$ cat src/rtl/prga.sv
// RC4 pseudo-random generation stage: continues permuting S, generates one pad byte per
// ciphertext byte and writes the length-prefixed plaintext.
module prga (
   input  logic       clk,
   input  logic       rst_n,
   input  logic       en,
   output logic       rdy,
   output logic [7:0] s_addr,
   input  logic [7:0] s_rddata,
   output logic [7:0] s_wrdata,
   output logic       s_wren,
   output logic [7:0] ct_addr,
   input  logic [7:0] ct_rddata,
   output logic [7:0] pt_addr,
   input  logic [7:0] pt_rddata,
   output logic [7:0] pt_wrdata,
   output logic       pt_wren
);

   typedef enum logic [3:0] {
      IDLE,
      RD_LEN,
      WR_LEN,
      RD_SI,
      LT_SI,
      RD_SJ,
      LT_SJ,
      WR_SI,
      WR_SJ,
      RD_PAD,
      WR_PT,
      DONE
   } state_t;

   state_t     state_q, state_d;
   logic [7:0] i_q, i_d;
   logic [7:0] j_q, j_d;
   logic [8:0] k_q, k_d;
   logic [7:0] len_q, len_d;
   logic [7:0] si_q, si_d;
   logic [7:0] sj_q, sj_d;
   logic [7:0] ct_q, ct_d;

   logic       unused_pt_rd;
   assign unused_pt_rd = ^pt_rddata;

   always_ff @(posedge clk or negedge rst_n) begin
      if (!rst_n) begin
         state_q <= IDLE;
         i_q     <= 8'd0;
         j_q     <= 8'd0;
         k_q     <= 9'd0;
         len_q   <= 8'd0;
         si_q    <= 8'd0;
         sj_q    <= 8'd0;
         ct_q    <= 8'd0;
      end else begin
         state_q <= state_d;
         i_q     <= i_d;
         j_q     <= j_d;
         k_q     <= k_d;
         len_q   <= len_d;
         si_q    <= si_d;
         sj_q    <= sj_d;
         ct_q    <= ct_d;
      end
   end

   // Every read takes two states: address out, then data valid the following cycle.
   always_comb begin
      state_d   = state_q;
      i_d       = i_q;
      j_d       = j_q;
      k_d       = k_q;
      len_d     = len_q;
      si_d      = si_q;
      sj_d      = sj_q;
      ct_d      = ct_q;
      rdy       = 1'b0;
      s_addr    = 8'd0;
      s_wrdata  = 8'd0;
      s_wren    = 1'b0;
      ct_addr   = 8'd0;
      pt_addr   = 8'd0;
      pt_wrdata = 8'd0;
      pt_wren   = 1'b0;

      case (state_q)
         IDLE, DONE: begin
            rdy = 1'b1;
            if (en) begin
               state_d = RD_LEN;
               i_d     = 8'd0;
               j_d     = 8'd0;
               k_d     = 9'd1;
            end else begin
               state_d = IDLE;
            end
         end
         RD_LEN: begin
            ct_addr = 8'd0;
            state_d = WR_LEN;
         end
         WR_LEN: begin
            len_d     = ct_rddata;
            pt_addr   = 8'd0;
            pt_wrdata = ct_rddata;
            pt_wren   = 1'b1;
            state_d   = (ct_rddata == 8'd0) ? DONE : RD_SI;
         end
         RD_SI: begin
            s_addr  = i_q + 8'd1;
            state_d = LT_SI;
         end
         LT_SI: begin
            si_d    = s_rddata;
            i_d     = i_q + 8'd1;
            j_d     = j_q + s_rddata;
            state_d = RD_SJ;
         end
         RD_SJ: begin
            s_addr  = j_q;
            ct_addr = k_q[7:0];
            state_d = LT_SJ;
         end
         LT_SJ: begin
            sj_d    = s_rddata;
            ct_d    = ct_rddata;
            state_d = WR_SI;
         end
         WR_SI: begin
            s_addr   = i_q;
            s_wrdata = sj_q;
            s_wren   = 1'b1;
            state_d  = WR_SJ;
         end
         WR_SJ: begin
            s_addr   = j_q;
            s_wrdata = si_q;
            s_wren   = 1'b1;
            state_d  = RD_PAD;
         end
         // The pad is read from RAM after both swap writes, so i==j needs no special case.
         RD_PAD: begin
            s_addr  = si_q + sj_q;
            state_d = WR_PT;
         end
         WR_PT: begin
            pt_addr   = k_q[7:0];
            pt_wrdata = ct_q ^ s_rddata;
            pt_wren   = 1'b1;
            if (k_q == {1'b0, len_q}) begin
               state_d = DONE;
            end else begin
               k_d     = k_q + 9'd1;
               state_d = RD_SI;
            end
         end
         default: state_d = IDLE;
      endcase
   end

endmodule

$ cat config.mk
export PLATFORM = sky130hd
export DESIGN_NAME = prga
export DESIGN_NICKNAME = d
export VERILOG_FILES = /design/src/rtl/prga.sv
export SDC_FILE = /design/constraint.sdc
export NUM_CORES = 1
export LEC_CHECK = 0
export CAP_MARGIN = 20
export CORE_UTILIZATION = 50
export CTS_BUF_LIST = sky130_fd_sc_hd__clkbuf_8
export CTS_CLUSTER_SIZE = 14
export DETAILED_ROUTE_END_ITERATION = 6
export HOLD_SLACK_MARGIN = 0.05
export MAX_ROUTING_LAYER = met4
export PLACE_DENSITY = 0.78
export SYNTH_ARGS = -nofsm -noshare
export SYNTH_HDL_FRONTEND = slang
export SYNTH_SLANG_ARGS = --single-unit
$ cat constraint.sdc
create_clock -name clk -period 2.6 [get_ports clk]
set_input_delay 0.78 -clock clk [delete_from_list [all_inputs] [get_ports clk]]
set_output_delay 0.78 -clock clk [all_outputs]
set_load 0.05 [all_outputs]
# Word-level counts from Yosys, hierarchy flattened
# Index checks and enable logic that the tools add are counted.
[word_totals]
regBits = 61
latch_bits = 0
mem_bits_rw = 0
romBits = 0
input_bits = 27
output_inout_bits = 43
memories = 0
[op_classes]
addsub = 4
mul = 0
n_div = 0
magnitude_cmp = 0
n_eq_ne = 14
n_shift = 0
muxes = 18
bitwise = 1
n_reduce_logical = 10
[op_table]
columns = ["op", "count"]
rows = [
  ["case mux 8 bit (2 select lines)", 4],
  ["case mux 4 bit (11 select lines)", 1],
  ["case mux 8 bit (4 select lines)", 1],
  ["two-way mux 8 bit", 3],
  ["two-way mux 9 bit", 2],
  ["case mux 9 bit (2 select lines)", 1],
  ["adder 8 bit", 2],
  ["equality test 4 x 3 -> 1 bit (second input constant)", 4],
  ["equality test 4 bit (second input constant)", 4],
  ["adder 9 x 1 -> 9 bit (second input constant)", 1],
  ["equality test 9 x 8 -> 1 bit", 1],
  ["adder 8 x 1 -> 8 bit (second input constant)", 1],
  ["equality test 4 x 2 -> 1 bit (second input constant)", 2],
  ["zero test 8 bit", 1],
  ["two-way mux 4 bit", 2],
  ["OR reduction 2 bit", 4],
  ["XOR 8 bit", 1],
  ["equality test 4 x 1 -> 1 bit (second input constant)", 1],
  ["zero test 4 bit", 1],
  ["two-way mux 1 bit", 4],
  ["!= test 2 bit (second input constant)", 2],
  ["nonzero test 2 bit", 2],
  ["AND reduction 3 bit", 1],
  ["AND reduction 2 bit", 1],
]

# Depth between registers and ports, before layout
# Gate-level depths: netlist of the first run.
[depth]
word_depth = 4
mapped_depth = 7
depth_no_buf = 7

# Worst setup path before layout of the first run
# No wires, ideal clock.
[synth_path]
path_kind = "reg-to-output"
startpoint = "reg si_q[0]"
endpoint = "out s_addr[4]"
arrival_ps = 2580
required_ps = 1820
slack_ps = -760
path_stages_with_launch = 7
cell_sequence = "dfrtp_1 -> ha_1 -> fa_1 -> a21o_1 -> a21oi_1 -> xor2_1 -> o21ai_0"
[synth_via]
elab_chain_cells = 2
[synth_rtl]
columns = ["element", "line", "source"]
rows = [
  ["from (decl)", "40", "logic [7:0] si_q, si_d;"],
  ["from (signal assigned)", "63", "si_q <= si_d;"],
  ["adder 8 bit", "145", "s_addr = si_q + sj_q;"],
  ["case mux 8 bit (4 select lines)", "88", "case (state_q)"],
  ["to (decl)", "8", "output logic [7:0] s_addr,"],
]
# No other way between the ends.

# Worst setup path after layout of the first run
[layout_path]
startpoint = "reg si_q[0]"
endpoint = "out s_addr[7]"
# The elaborated chain is that of the path after synthesis.

==> flow_results.xml, run 1 <==
<?xml version="1.0" encoding="UTF-8"?>
<metrics>
  <group name="run_status">
    <metric name="status" unit="">complete, but fails checks</metric>
    <metric name="failed_checks" unit="">DRC, setup timing</metric>
  </group>
  <group name="floorplanning">
    <metric name="core_footprint" unit="mm²">0.00781</metric>
    <metric name="die_height" unit="µm">92.2</metric>
    <metric name="ioPinCount" unit="">70</metric>
    <metric name="die-width" unit="µm">92.2</metric>
    <metric name="dieArea" unit="mm²">0.00849</metric>
    <metric name="initial_utilization" unit="%">52.1</metric>
    <metric name="num_rows" unit="">32</metric>
  </group>
  <group name="pwr">
    <metric name="p_sw_share" unit="%">32.9</metric>
    <metric name="vdd.ir_drop.worst" unit="µV">530</metric>
    <metric name="pwr_density_cell" unit="mW/mm²">503</metric>
    <metric name="power.clock.fraction" unit="%">34.2</metric>
    <metric name="power.combinational.fraction" unit="%">30.2</metric>
    <metric name="p_int" unit="mW">2.12</metric>
    <metric name="sequentialPowerShare" unit="%">35.6</metric>
    <metric name="cellLeakagePower" unit="nW">2.75</metric>
    <metric name="power_dissipated_by_switching_net_loads" unit="mW">1.04</metric>
  </group>
  <group name="yosys">
    <metric name="ys_dominant_reg_cell" unit="">dfrtp_1</metric>
    <metric name="syn-mean-instance-area" unit="µm²">9.01</metric>
    <metric name="post_synthesis_sequential_area_ratio" unit="%">37.6</metric>
    <metric name="yosys_register_bits" unit="">61</metric>
    <metric name="synthesis.nets" unit="">496</metric>
    <metric name="synthArstFlopShare" unit="%">100</metric>
    <metric name="syn_inst_count" unit="">451</metric>
    <metric name="ys_warn_count" unit="">0</metric>
    <metric name="synth.distinct_cells" unit="">59</metric>
    <metric name="post_synth_instance_area" unit="mm²">0.00406</metric>
    <metric name="synth-edff-count" unit="">0</metric>
  </group>
  <group name="clock_network">
    <metric name="clock_tree.buffer_depth" unit="">2</metric>
    <metric name="cts_hold_buffers" unit="">0</metric>
    <metric name="htree_levels" unit="">3</metric>
    <metric name="clock_tree.root_cell" unit="">clkbuf_8</metric>
    <metric name="cts_made_buffers" unit="">9</metric>
    <metric name="insertion_delay" unit="ns">0.35</metric>
    <metric name="cts_tree" unit="">done</metric>
    <metric name="post_cts_clock_slew_at_the_launch_and_capture_registers_of_the_worst_setup_and_hold_paths" unit="ns">0.09</metric>
    <metric name="tritoncts_sinks" unit="">61</metric>
  </group>
  <group name="setup_path">
    <metric name="cp-end-kind" unit="">output pin</metric>
    <metric name="crit_path_arrival_time" unit="ns">2.34</metric>
    <metric name="required" unit="ns">1.82</metric>
    <metric name="setup.worst_path.start_class" unit="">register</metric>
    <metric name="worst-setup-path-type" unit="">register to output pin</metric>
    <metric name="largest_fanout_on_the_critical_path" unit="">3</metric>
  </group>
  <group name="detailed_routing">
    <metric name="totalWireLength" unit="µm">15400</metric>
    <metric name="routedWlPerCell" unit="µm">22.7</metric>
    <metric name="detail_route.first_pass.iterations" unit="">7</metric>
    <metric name="remaining_drc_errors" unit="">2</metric>
    <metric name="routed_via_density" unit="">6.47</metric>
    <metric name="drt_first_iter_violations" unit="">446</metric>
    <metric name="dr_total_vias" unit="">4387</metric>
    <metric name="postRouteAntennaNets" unit="">0</metric>
  </group>
  <group name="layout">
    <metric name="layout_commonest_cell" unit="">nand2_1</metric>
    <metric name="drive_above_1_share" unit="%">37.7</metric>
    <metric name="flow.area_growth_from_synthesis" unit="%">54.3</metric>
    <metric name="insertedDiodeCount" unit="">0</metric>
    <metric name="final_core_utilization" unit="%">80.3</metric>
    <metric name="final_nets" unit="">616</metric>
    <metric name="most-common-layout-cells" unit="">nand2_1 (68), buf_4 (62), dfrtp_1 (58)</metric>
    <metric name="post-route-cell-area" unit="mm²">0.00627</metric>
  </group>
  <group name="grt">
    <metric name="grt_max_degree" unit="">62</metric>
    <metric name="first_global_vias" unit="">4006</metric>
    <metric name="grt_first_pass_wirelength" unit="µm">20100</metric>
    <metric name="grt.total_usage" unit="%">31.5</metric>
    <metric name="antenna_violations_before_repair" unit="">0</metric>
    <metric name="gr-total-overflow" unit="">0</metric>
  </group>
  <group name="timing">
    <metric name="fin_setup_tns" unit="ns">-5.20</metric>
    <metric name="finalClockSkew" unit="ns">0.0112</metric>
    <metric name="final_critical_path_setup_slack" unit="ns">-0.516</metric>
    <metric name="hold_viol" unit="">0</metric>
    <metric name="timing.slew.headroom" unit="%">61.8</metric>
    <metric name="setup_viol" unit="">27</metric>
    <metric name="achievable-frequency" unit="MHz">321</metric>
    <metric name="final.period_utilization" unit="%">120</metric>
    <metric name="rsz0062_at_grt" unit="">yes</metric>
    <metric name="maxSlewViolCount" unit="">0</metric>
    <metric name="timing.hold.ws" unit="ns">0.411</metric>
    <metric name="final_period_minus_worst_setup_slack" unit="ns">3.12</metric>
    <metric name="worst_slew_pin_slew" unit="ns">0.568</metric>
  </group>
  <group name="placed_design">
    <metric name="buffer_ports.inserted" unit="">61</metric>
    <metric name="gp_congestion" unit="">0.873</metric>
    <metric name="placed_cell_area" unit="mm²">0.00547</metric>
    <metric name="place_ws" unit="ns">-0.280</metric>
    <metric name="detailed_place_hpwl" unit="µm">8440</metric>
  </group>
  <group name="flow_run">
    <metric name="cap_viol_max_count" unit="">0</metric>
  </group>
  <group name="worst_hold_path">
    <metric name="min-delay-path-class" unit="">input pin to asynchronous set/reset pin</metric>
  </group>
</metrics>
[cells in the mapped netlist, drive strengths merged, types with 4 or more instances]
| library cell | number | share of area, % |
|---|---|---|
| nand2 | 78 | 7.3 |
| dfrtp | 61 | 38 |
| o21ai | 47 | 5.8 |
| nor2 | 24 | 2.5 |
| a22o | 19 | 4.1 |
| and2 | 18 | 2.8 |
| buf | 17 | 2.8 |
| ha | 16 | 4.9 |
| mux2 | 16 | 4.4 |
| xor2 | 16 | 3.4 |
| xnor2 | 15 | 3.2 |
| a21oi | 13 | 1.6 |
| nand2b | 12 | 2.2 |
| nand3 | 9 | 1.1 |
| nor3 | 9 | 1.4 |
| clkbuf | 8 | 0.80 |
| or2 | 7 | 1.1 |
| or3 | 7 | 1.1 |
| nor4 | 6 | 0.92 |
| a211oi | 5 | 1.0 |
| inv | 5 | 0.46 |
| a21o | 4 | 0.74 |
| a22oi | 4 | 0.74 |
[critical path, stage by stage, from the launching register on]
cell and delay, ns:
dfrtp_1 0.43, ha_4 0.20, buf_4 0.13, buf_6 0.11, a211oi_4 0.26, nor2_4 0.08
o221ai_2 0.28, xnor2_1 0.15, o21ai_2 0.19, buf_12 0.16
[power groups by stage]
| stage | registers (mW) | logic [mW] | clock network (mW) |
|---|---|---|---|
| after global placement | 1.12 | 0.758 | 0 |
| after detailed placement | 1.12 | 0.791 | 0 |
| after global routing | 1.13 | 1.01 | 1.11 |
| final | 1.12 | 0.952 | 1.08 |
| after CTS | 1.11 | 0.817 | 1.06 |
| after floorplan | 1.10 | 0.464 | 0 |
[cell type report]
| class | instances | area [µm²] |
|---|---|---|
| inverters | 5 | 22.5 |
| flip-flops and latches | 61 | 1530 |
| clock inverters | 7 | 124 |
| repair buffers | 133 | 1610 |
| multi-input cells | 361 | 2730 |
| clock buffers | 9 | 124 |
| fillers | 407 | 1540 |
| well taps | 102 | 128 |
[metrics by stage]
step / instances / total power, mW
after detailed placement: 636 / 1.92
after CTS: 658 / 2.98
after floorplan: 451 / 1.57
after global placement: 636 / 1.88
after global routing: 678 / 3.25
final: 678 / 3.15
[registers in the layout, summed over array words and instances, names as in the netlist]
name,cells
ct_q,8
len_q,8
j_q,8
k_q,9
i_q,8
sj_q,8
state_q,4
si_q,8
[cells by family after synthesis]
family	count (synthesis)	share of synthesized area [%]
XOR/XNOR	31	6.68
flip-flops	61	37.6
buffers and inverters	30	4.09
AO/OA/AOI/OAI	111	17.9
multiplexers	17	4.68
adder cells (fa/ha/maj)	18	5.91
AND/OR/NAND/NOR	183	23.2
[routing by layer]
| metal | GRT usage, % | vias to the layer above | part of all wire, % |
|---|---|---|---|
| met2 | 50.3 | 310 | 48 |
| met3 | 4.48 | 97 | 8.3 |
| met5 | - | - | 0 |
| met1 | 39.8 | 2134 | 38 |
| met4 | 14.5 | 0 | 5.9 |
| li1 | - | 1846 | - |
[path summary, 6_finish.rpt]
path / start / to / slack [ns] / cells after the start
setup / recovery: si_q[0]$_DFFE_PN0P_ / s_addr[7] / -0.52 / 9
min in group clk: k_q[8]$_DFFE_PN0P_ / k_q[8]$_DFFE_PN0P_ / 0.51 / 2
setup reg to reg: state_q[0]$_DFF_PN0_ / k_q[3]$_DFFE_PN0P_ / 0.35 / 8
hold / removal: rst_n / ct_q[5]$_DFFE_PN0P_ / 0.41 / 2
max in group asynchronous: rst_n / state_q[2]$_DFF_PN0_ / 1.88 / 2
hold reg to reg: k_q[8]$_DFFE_PN0P_ / k_q[8]$_DFFE_PN0P_ / 0.51 / 2
[what timing repair did]
item	4_1_cts	5_1_grt
setup buffers	5	20
gates resized for setup	28	61
endpoints found under the setup margin	34	25
pin swaps	11	13
hold endpoints to repair	0	0
gates cloned	1	0
(Power assumes the default switching activity.)
==> run 2: changes to the inputs <==
CORE_UTILIZATION = 55   (was 50)
PLACE_DENSITY = 0.82   (was 0.78)
clock period = 3.2 ns   (was 2.6 ns; I/O delays follow)
==> flow_results.xml, run 2 (synthesis gave the netlist of run 1 again) <==
<?xml version="1.0" encoding="UTF-8"?>
<metrics>
  <group name="timing">
    <metric name="final_period_minus_worst_setup_slack" unit="ns">3.32</metric>
    <metric name="finalClockSkew" unit="ns">0.00744</metric>
    <metric name="hold_viol" unit="">0</metric>
    <metric name="worst_slew_pin_slew" unit="ns">0.827</metric>
    <metric name="setup_viol" unit="">2</metric>
    <metric name="fin_setup_tns" unit="ns">-0.223</metric>
    <metric name="maxSlewViolCount" unit="">0</metric>
    <metric name="timing.slew.headroom" unit="%">44.8</metric>
    <metric name="final_critical_path_setup_slack" unit="ns">-0.118</metric>
    <metric name="achievable-frequency" unit="MHz">301</metric>
    <metric name="final.period_utilization" unit="%">104</metric>
    <metric name="rsz0062_at_grt" unit="">yes</metric>
    <metric name="timing.hold.ws" unit="ns">0.528</metric>
  </group>
  <group name="detailed_routing">
    <metric name="wl_met3" unit="µm">963</metric>
    <metric name="wl_met2" unit="µm">5960</metric>
    <metric name="remaining_drc_errors" unit="">0</metric>
    <metric name="routedLengthMet1" unit="µm">4670</metric>
    <metric name="routed_via_density" unit="">6.23</metric>
    <metric name="maxUsedRoutingLayer" unit="">met4</metric>
    <metric name="postRouteAntennaNets" unit="">0</metric>
    <metric name="detail_route.first_pass.iterations" unit="">6</metric>
    <metric name="routedWlPerCell" unit="µm">19.0</metric>
    <metric name="totalWireLength" unit="µm">11900</metric>
    <metric name="dr_total_vias" unit="">3898</metric>
    <metric name="drt_first_iter_violations" unit="">335</metric>
  </group>
  <group name="layout">
    <metric name="post-route-cell-area" unit="mm²">0.00553</metric>
    <metric name="registers.top_by_ff_count" unit="">k_q</metric>
    <metric name="num-fill-cells" unit="">423</metric>
    <metric name="insertedDiodeCount" unit="">0</metric>
    <metric name="largest_reg_flops" unit="">9</metric>
    <metric name="flow.area_growth_from_synthesis" unit="%">36.1</metric>
    <metric name="most-common-layout-cells" unit="">nand2_1 (77), dfrtp_1 (57), buf_12 (41)</metric>
    <metric name="drive_above_1_share" unit="%">25.1</metric>
    <metric name="final_core_utilization" unit="%">79.2</metric>
    <metric name="layout_commonest_cell" unit="">nand2_1</metric>
    <metric name="final_nets" unit="">570</metric>
    <metric name="layout.cells.non_filler" unit="">626</metric>
  </group>
  <group name="floorplanning">
    <metric name="initial_utilization" unit="%">58.2</metric>
    <metric name="ioPinCount" unit="">70</metric>
    <metric name="core_footprint" unit="mm²">0.00698</metric>
    <metric name="num_rows" unit="">30</metric>
    <metric name="die-width" unit="µm">88.0</metric>
    <metric name="die_height" unit="µm">88.0</metric>
    <metric name="dieArea" unit="mm²">0.00774</metric>
  </group>
  <group name="run_status">
    <metric name="failed_checks" unit="">setup timing</metric>
    <metric name="status" unit="">complete, but fails checks</metric>
  </group>
  <group name="grt">
    <metric name="grt_first_pass_wirelength" unit="µm">18300</metric>
    <metric name="antenna_violations_before_repair" unit="">0</metric>
    <metric name="grt_max_degree" unit="">62</metric>
    <metric name="gr-total-overflow" unit="">0</metric>
    <metric name="first_global_vias" unit="">3724</metric>
    <metric name="grt.total_usage" unit="%">32.8</metric>
  </group>
  <group name="placed_design">
    <metric name="place_ws" unit="ns">0.0651</metric>
    <metric name="placed_cells" unit="">601</metric>
    <metric name="placed_cell_area" unit="mm²">0.00519</metric>
    <metric name="gp_congestion" unit="">0.904</metric>
    <metric name="detailed_place_hpwl" unit="µm">7820</metric>
    <metric name="buffer_ports.inserted" unit="">61</metric>
  </group>
  <group name="pwr">
    <metric name="p_sw_share" unit="%">33.6</metric>
    <metric name="power_dissipated_by_switching_net_loads" unit="µW">747</metric>
    <metric name="power.clock.fraction" unit="%">32.5</metric>
    <metric name="sequentialPowerShare" unit="%">40.8</metric>
    <metric name="total_power" unit="mW">2.22</metric>
    <metric name="vdd.ir_drop.worst" unit="µV">373</metric>
    <metric name="power.combinational.fraction" unit="%">26.8</metric>
    <metric name="cellLeakagePower" unit="nW">2.36</metric>
    <metric name="pwr_density_cell" unit="mW/mm²">402</metric>
    <metric name="p_int" unit="mW">1.48</metric>
  </group>
  <group name="setup_path">
    <metric name="critical_path.slowest_cell" unit="">dfrtp_1</metric>
    <metric name="crit_path_arrival_time" unit="ns">2.36</metric>
    <metric name="worst-setup-path-type" unit="">register to output pin</metric>
    <metric name="cp_buf_inv_count" unit="">1</metric>
    <metric name="required" unit="ns">2.24</metric>
    <metric name="worst_path_dominant_cell_family" unit="">compound AO/OA/AOI/OAI gates</metric>
    <metric name="worstPathCellList" unit="">ha_4 -&gt; fa_2 -&gt; a21o_1 -&gt; a21oi_2 -&gt; nor4_2 -&gt; a221oi_2 -&gt; nand2_1 -&gt; buf_12</metric>
    <metric name="timing.critical_path.slowest_cell_delay" unit="ns">0.42</metric>
    <metric name="setup.worst_path.start_class" unit="">register</metric>
    <metric name="cp-end-kind" unit="">output pin</metric>
    <metric name="largest_fanout_on_the_critical_path" unit="">3</metric>
  </group>
  <group name="clock_network">
    <metric name="cts_made_buffers" unit="">9</metric>
    <metric name="clock_tree.buffer_depth" unit="">2</metric>
    <metric name="clock_tree.root_cell" unit="">clkbuf_8</metric>
    <metric name="htree_levels" unit="">3</metric>
    <metric name="insertion_delay" unit="ns">0.36</metric>
    <metric name="post_cts_clock_slew_at_the_launch_and_capture_registers_of_the_worst_setup_and_hold_paths" unit="ns">0.08</metric>
    <metric name="cts_tree" unit="">done</metric>
    <metric name="tritoncts_sinks" unit="">61</metric>
  </group>
  <group name="worst_hold_path">
    <metric name="min-delay-path-class" unit="">register to register</metric>
  </group>
  <group name="flow_run">
    <metric name="cap_viol_max_count" unit="">0</metric>
  </group>
</metrics>
## run 2: cell count changes in the layout (fill, tap and decap cells not counted), sizes merged
cell	before	now
clkinv	3	2
clkinvlp	2	1
dlymetal6s2s	1	0
dlygate4sd2	6	0
clkdlybuf4s50	10	18
inv	4	8
bufinv	3	1
buf	116	70
nor2	25	24
## run 2: metal layers
metal  global-route usage (%)  up-vias
met5                        -        -
met4                     13.9        0
met3                     7.82       36
met2                     51.6      215
met1                     40.3     1901
li1                         -     1746
## run 2: worst register-to-register path: cells and delay by family (launching register included)
family          cells  cell delay [ns]
flops               1             0.50
simple gates        4             1.48
compound gates      1             0.19
## run 2: path summary, 6_finish.rpt
path / slack (ns) / from / endpoint / cells past startpoint
hold / removal: 0.53 / si_q[4]$_DFFE_PN0P_ / si_q[4]$_DFFE_PN0P_ / 2
max in group asynchronous: 1.87 / rst_n / si_q[1]$_DFFE_PN0P_ / 2
setup / recovery: -0.12 / sj_q[0]$_DFFE_PN0P_ / s_addr[6] / 8
setup reg to reg: 0.95 / state_q[0]$_DFF_PN0_ / k_q[4]$_DFFE_PN0P_ / 5
min in group asynchronous: 0.76 / rst_n / k_q[7]$_DFFE_PN0P_ / 2
hold reg to reg: 0.53 / si_q[4]$_DFFE_PN0P_ / si_q[4]$_DFFE_PN0P_ / 2
## run 2: cell type report
class                   instances  area [µm²]  share of cell area, %
repair buffers                 88        1220                   22.0
flip-flops and latches         61        1530                   27.7
clock buffers                   9         124                   2.24
inverters                       5        18.8                  0.339
well taps                      96         120                   2.17
multi-input cells             360        2440                   44.1
clock inverters                 7        81.3                   1.47
## run 2: what timing repair did
item	CTS	global route
gates resized for setup	10	9
buffers inserted	3	6
setup endpoints to repair	5	14
hold buffers	0	0
pin swaps	1	8
endpoints found under the hold margin	0	0
## run 2: power groups by stage
stage / sequential [mW] / combinational [mW] / clock (mW)
floorplan: 0.897 / 0.372 / 0
finish: 0.906 / 0.595 / 0.722
CTS: 0.903 / 0.561 / 0.724
detailed placement: 0.917 / 0.544 / 0
global route: 0.914 / 0.650 / 0.759
global placement: 0.910 / 0.523 / 0
==> run 3: changes to the inputs <==
REMOVE_ABC_BUFFERS = 1   (was default)
SLEW_MARGIN = 20   (was default)
clock period = 3.56 ns   (was 3.2 ns; I/O delays follow)
==> flow_results.xml, run 3 (synthesis gave the netlist of run 1 again) <==
<?xml version="1.0" encoding="UTF-8"?>
<metrics>
  <group name="setup_path">
    <metric name="critical_path.slowest_cell" unit="">clkdlybuf4s50_1</metric>
    <metric name="worst-setup-path-type" unit="">input pin to output pin</metric>
    <metric name="cp-end-kind" unit="">output pin</metric>
    <metric name="required" unit="ns">2.49</metric>
    <metric name="setup.worst_path.start_class" unit="">input pin</metric>
    <metric name="timing.critical_path.slowest_cell_delay" unit="ns">0.54</metric>
    <metric name="crit_path_arrival_time" unit="ns">2.36</metric>
    <metric name="largest_fanout_on_the_critical_path" unit="">4</metric>
    <metric name="worstPathCellList" unit="">clkdlybuf4s50_1 -&gt; xnor2_1 -&gt; o21ai_0 -&gt; buf_12</metric>
  </group>
  <group name="layout">
    <metric name="layout_commonest_cell" unit="">nand2_1</metric>
    <metric name="post-route-cell-area" unit="mm²">0.00516</metric>
    <metric name="drive_above_1_share" unit="%">20.0</metric>
    <metric name="num-fill-cells" unit="">513</metric>
    <metric name="registers.top_by_ff_count" unit="">k_q</metric>
    <metric name="flow.area_growth_from_synthesis" unit="%">27.0</metric>
    <metric name="largest_reg_flops" unit="">9</metric>
    <metric name="multiInputGateArea" unit="mm²">0.00238</metric>
    <metric name="most-common-layout-cells" unit="">nand2_1 (77), dfrtp_1 (60), o21ai_0 (38)</metric>
    <metric name="insertedDiodeCount" unit="">0</metric>
    <metric name="ff_latch_area" unit="mm²">0.00153</metric>
    <metric name="final_nets" unit="">555</metric>
  </group>
  <group name="floorplanning">
    <metric name="die_height" unit="µm">88.0</metric>
    <metric name="num_rows" unit="">30</metric>
    <metric name="dieArea" unit="mm²">0.00774</metric>
    <metric name="initial_utilization" unit="%">58.2</metric>
    <metric name="core_footprint" unit="mm²">0.00698</metric>
    <metric name="die-width" unit="µm">88.0</metric>
    <metric name="ioPinCount" unit="">70</metric>
  </group>
  <group name="clock_network">
    <metric name="tritoncts_sinks" unit="">61</metric>
    <metric name="cts_made_buffers" unit="">9</metric>
    <metric name="htree_levels" unit="">3</metric>
    <metric name="insertion_delay" unit="ns">0.35</metric>
    <metric name="cts_hold_buffers" unit="">0</metric>
    <metric name="post_cts_clock_slew_at_the_launch_and_capture_registers_of_the_worst_setup_and_hold_paths" unit="ns">0.07</metric>
    <metric name="clock_tree.root_cell" unit="">clkbuf_8</metric>
    <metric name="clock_tree.buffer_depth" unit="">2</metric>
    <metric name="cts_tree" unit="">done</metric>
  </group>
  <group name="timing">
    <metric name="final_critical_path_setup_slack" unit="ns">0.128</metric>
    <metric name="hold_viol" unit="">0</metric>
    <metric name="fin_setup_tns" unit="ns">0</metric>
    <metric name="final.period_utilization" unit="%">96.4</metric>
    <metric name="final_period_minus_worst_setup_slack" unit="ns">3.43</metric>
    <metric name="timing.slew.headroom" unit="%">49.0</metric>
    <metric name="finalClockSkew" unit="ns">0.00581</metric>
    <metric name="maxSlewViolCount" unit="">0</metric>
    <metric name="worst_slew_pin_slew" unit="ns">0.765</metric>
    <metric name="setup_viol" unit="">0</metric>
    <metric name="achievable-frequency" unit="MHz">291</metric>
  </group>
  <group name="pwr">
    <metric name="cellLeakagePower" unit="nW">2.22</metric>
    <metric name="power.combinational.fraction" unit="%">24.8</metric>
    <metric name="p_sw_share" unit="%">32.8</metric>
    <metric name="total_power" unit="mW">1.97</metric>
    <metric name="power.clock.fraction" unit="%">33.1</metric>
    <metric name="sequentialPowerShare" unit="%">42.2</metric>
    <metric name="p_int" unit="mW">1.32</metric>
    <metric name="vdd.ir_drop.worst" unit="µV">328</metric>
    <metric name="pwr_density_cell" unit="mW/mm²">381</metric>
    <metric name="power_dissipated_by_switching_net_loads" unit="µW">646</metric>
  </group>
  <group name="detailed_routing">
    <metric name="totalWireLength" unit="µm">10200</metric>
    <metric name="postRouteAntennaNets" unit="">0</metric>
    <metric name="routedWlPerCell" unit="µm">16.7</metric>
    <metric name="remaining_drc_errors" unit="">0</metric>
    <metric name="dr_total_vias" unit="">3599</metric>
    <metric name="detail_route.first_pass.iterations" unit="">5</metric>
    <metric name="drt_first_iter_violations" unit="">237</metric>
    <metric name="routed_via_density" unit="">5.89</metric>
  </group>
  <group name="placed_design">
    <metric name="place_ws" unit="ns">0.156</metric>
    <metric name="buffer_ports.inserted" unit="">61</metric>
    <metric name="gp_congestion" unit="">0.916</metric>
    <metric name="detailed_place_hpwl" unit="µm">7240</metric>
    <metric name="placed_cell_area" unit="mm²">0.00494</metric>
  </group>
  <group name="grt">
    <metric name="first_global_vias" unit="">3499</metric>
    <metric name="gr-total-overflow" unit="">0</metric>
    <metric name="grt.total_usage" unit="%">30.2</metric>
    <metric name="grt_first_pass_wirelength" unit="µm">17000</metric>
    <metric name="antenna_violations_before_repair" unit="">0</metric>
    <metric name="grt_max_degree" unit="">41</metric>
  </group>
  <group name="flow_run">
    <metric name="cap_viol_max_count" unit="">0</metric>
  </group>
  <group name="worst_hold_path">
    <metric name="min-delay-path-class" unit="">register to register</metric>
  </group>
  <group name="run_status">
    <metric name="status" unit="">complete, no violations</metric>
  </group>
</metrics>
run 3: changes by cell type in the layout (fill, tap and decap cells not counted), sizes merged:
cell,before,now
buf,70,54
clkbuf,9,10
clkdlybuf4s50,18,19
clkinvlp,1,2
inv,8,6
run 3: worst max-delay path, delay by kind of cell:
family          cells  cell delay (ns)
compound gates      1             0.38
xor+xnor            1             0.18
buf+inv             2             0.74
run 3: cell type report:
class                           count  share of cell area [%]
Clock buffer                       10                    2.67
Clock inverter                      6                    1.38
Inverter                            5                   0.364
Multi-Input combinational cell    360                    46.1
Sequential cell                    61                    29.6
Tap cell                           96                    2.33
Timing Repair Buffer               73                    17.5
run 3: final timing paths:
| path | start | endpoint | slack (ns) | depth (start not counted) |
|---|---|---|---|---|
| setup / recovery | s_rddata[5] | pt_wrdata[5] | 0.13 | 4 |
| hold / removal | len_q[4]$_DFFE_PN0P_ | len_q[4]$_DFFE_PN0P_ | 0.51 | 2 |
| setup reg to reg | state_q[2]$_DFF_PN0_ | k_q[6]$_DFFE_PN0P_ | 1.25 | 7 |
| hold reg to reg | len_q[4]$_DFFE_PN0P_ | len_q[4]$_DFFE_PN0P_ | 0.51 | 2 |
| max in group asynchronous | rst_n | state_q[0]$_DFF_PN0_ | 1.99 | 2 |
| min in group asynchronous | rst_n | k_q[6]$_DFFE_PN0P_ | 0.67 | 1 |
run 3: power by group through the flow:
stage | Clock, mW | Combinational, mW | Sequential (mW)
after detailed placement | 0 | 0.481 | 0.839
after CTS | 0.658 | 0.484 | 0.825
after floorplan | 0 | 0.332 | 0.806
after global routing | 0.682 | 0.540 | 0.835
final | 0.650 | 0.487 | 0.829
after global placement | 0 | 0.457 | 0.835
run 3: layer usage:
layer | vias up | GRT usage, % | wire length, µm
met1 | 1725 | 38.2 | 4550
li1 | 1718 | - | -
met4 | 0 | 15.2 | 287
met2 | 131 | 46.4 | 4750
met5 | - | - | 0
met3 | 25 | 5.47 | 635
run 3: through the flow:
step | util, % | hold slack (ns) | instances
6_report | 73.9 | 0.509 | 611
5_1_grt | 73.9 | 0.533 | 611
4_1_cts | 73.8 | 0.512 | 611
3_5_place_dp | 70.8 | 0.493 | 595
3_3_place_gp | 70.8 | 0.486 | 595
2_1_floorplan | - | 0.465 | 426
run 3: timing repair:
| action | in CTS | in global routing |
|---|---|---|
| setup buffers | 0 | 0 |
| setup endpoints to repair | 1 | 7 |
| resized for setup | 1 | 3 |
| pin swaps | 0 | 0 |
| endpoints found under the hold margin | 0 | 0 |
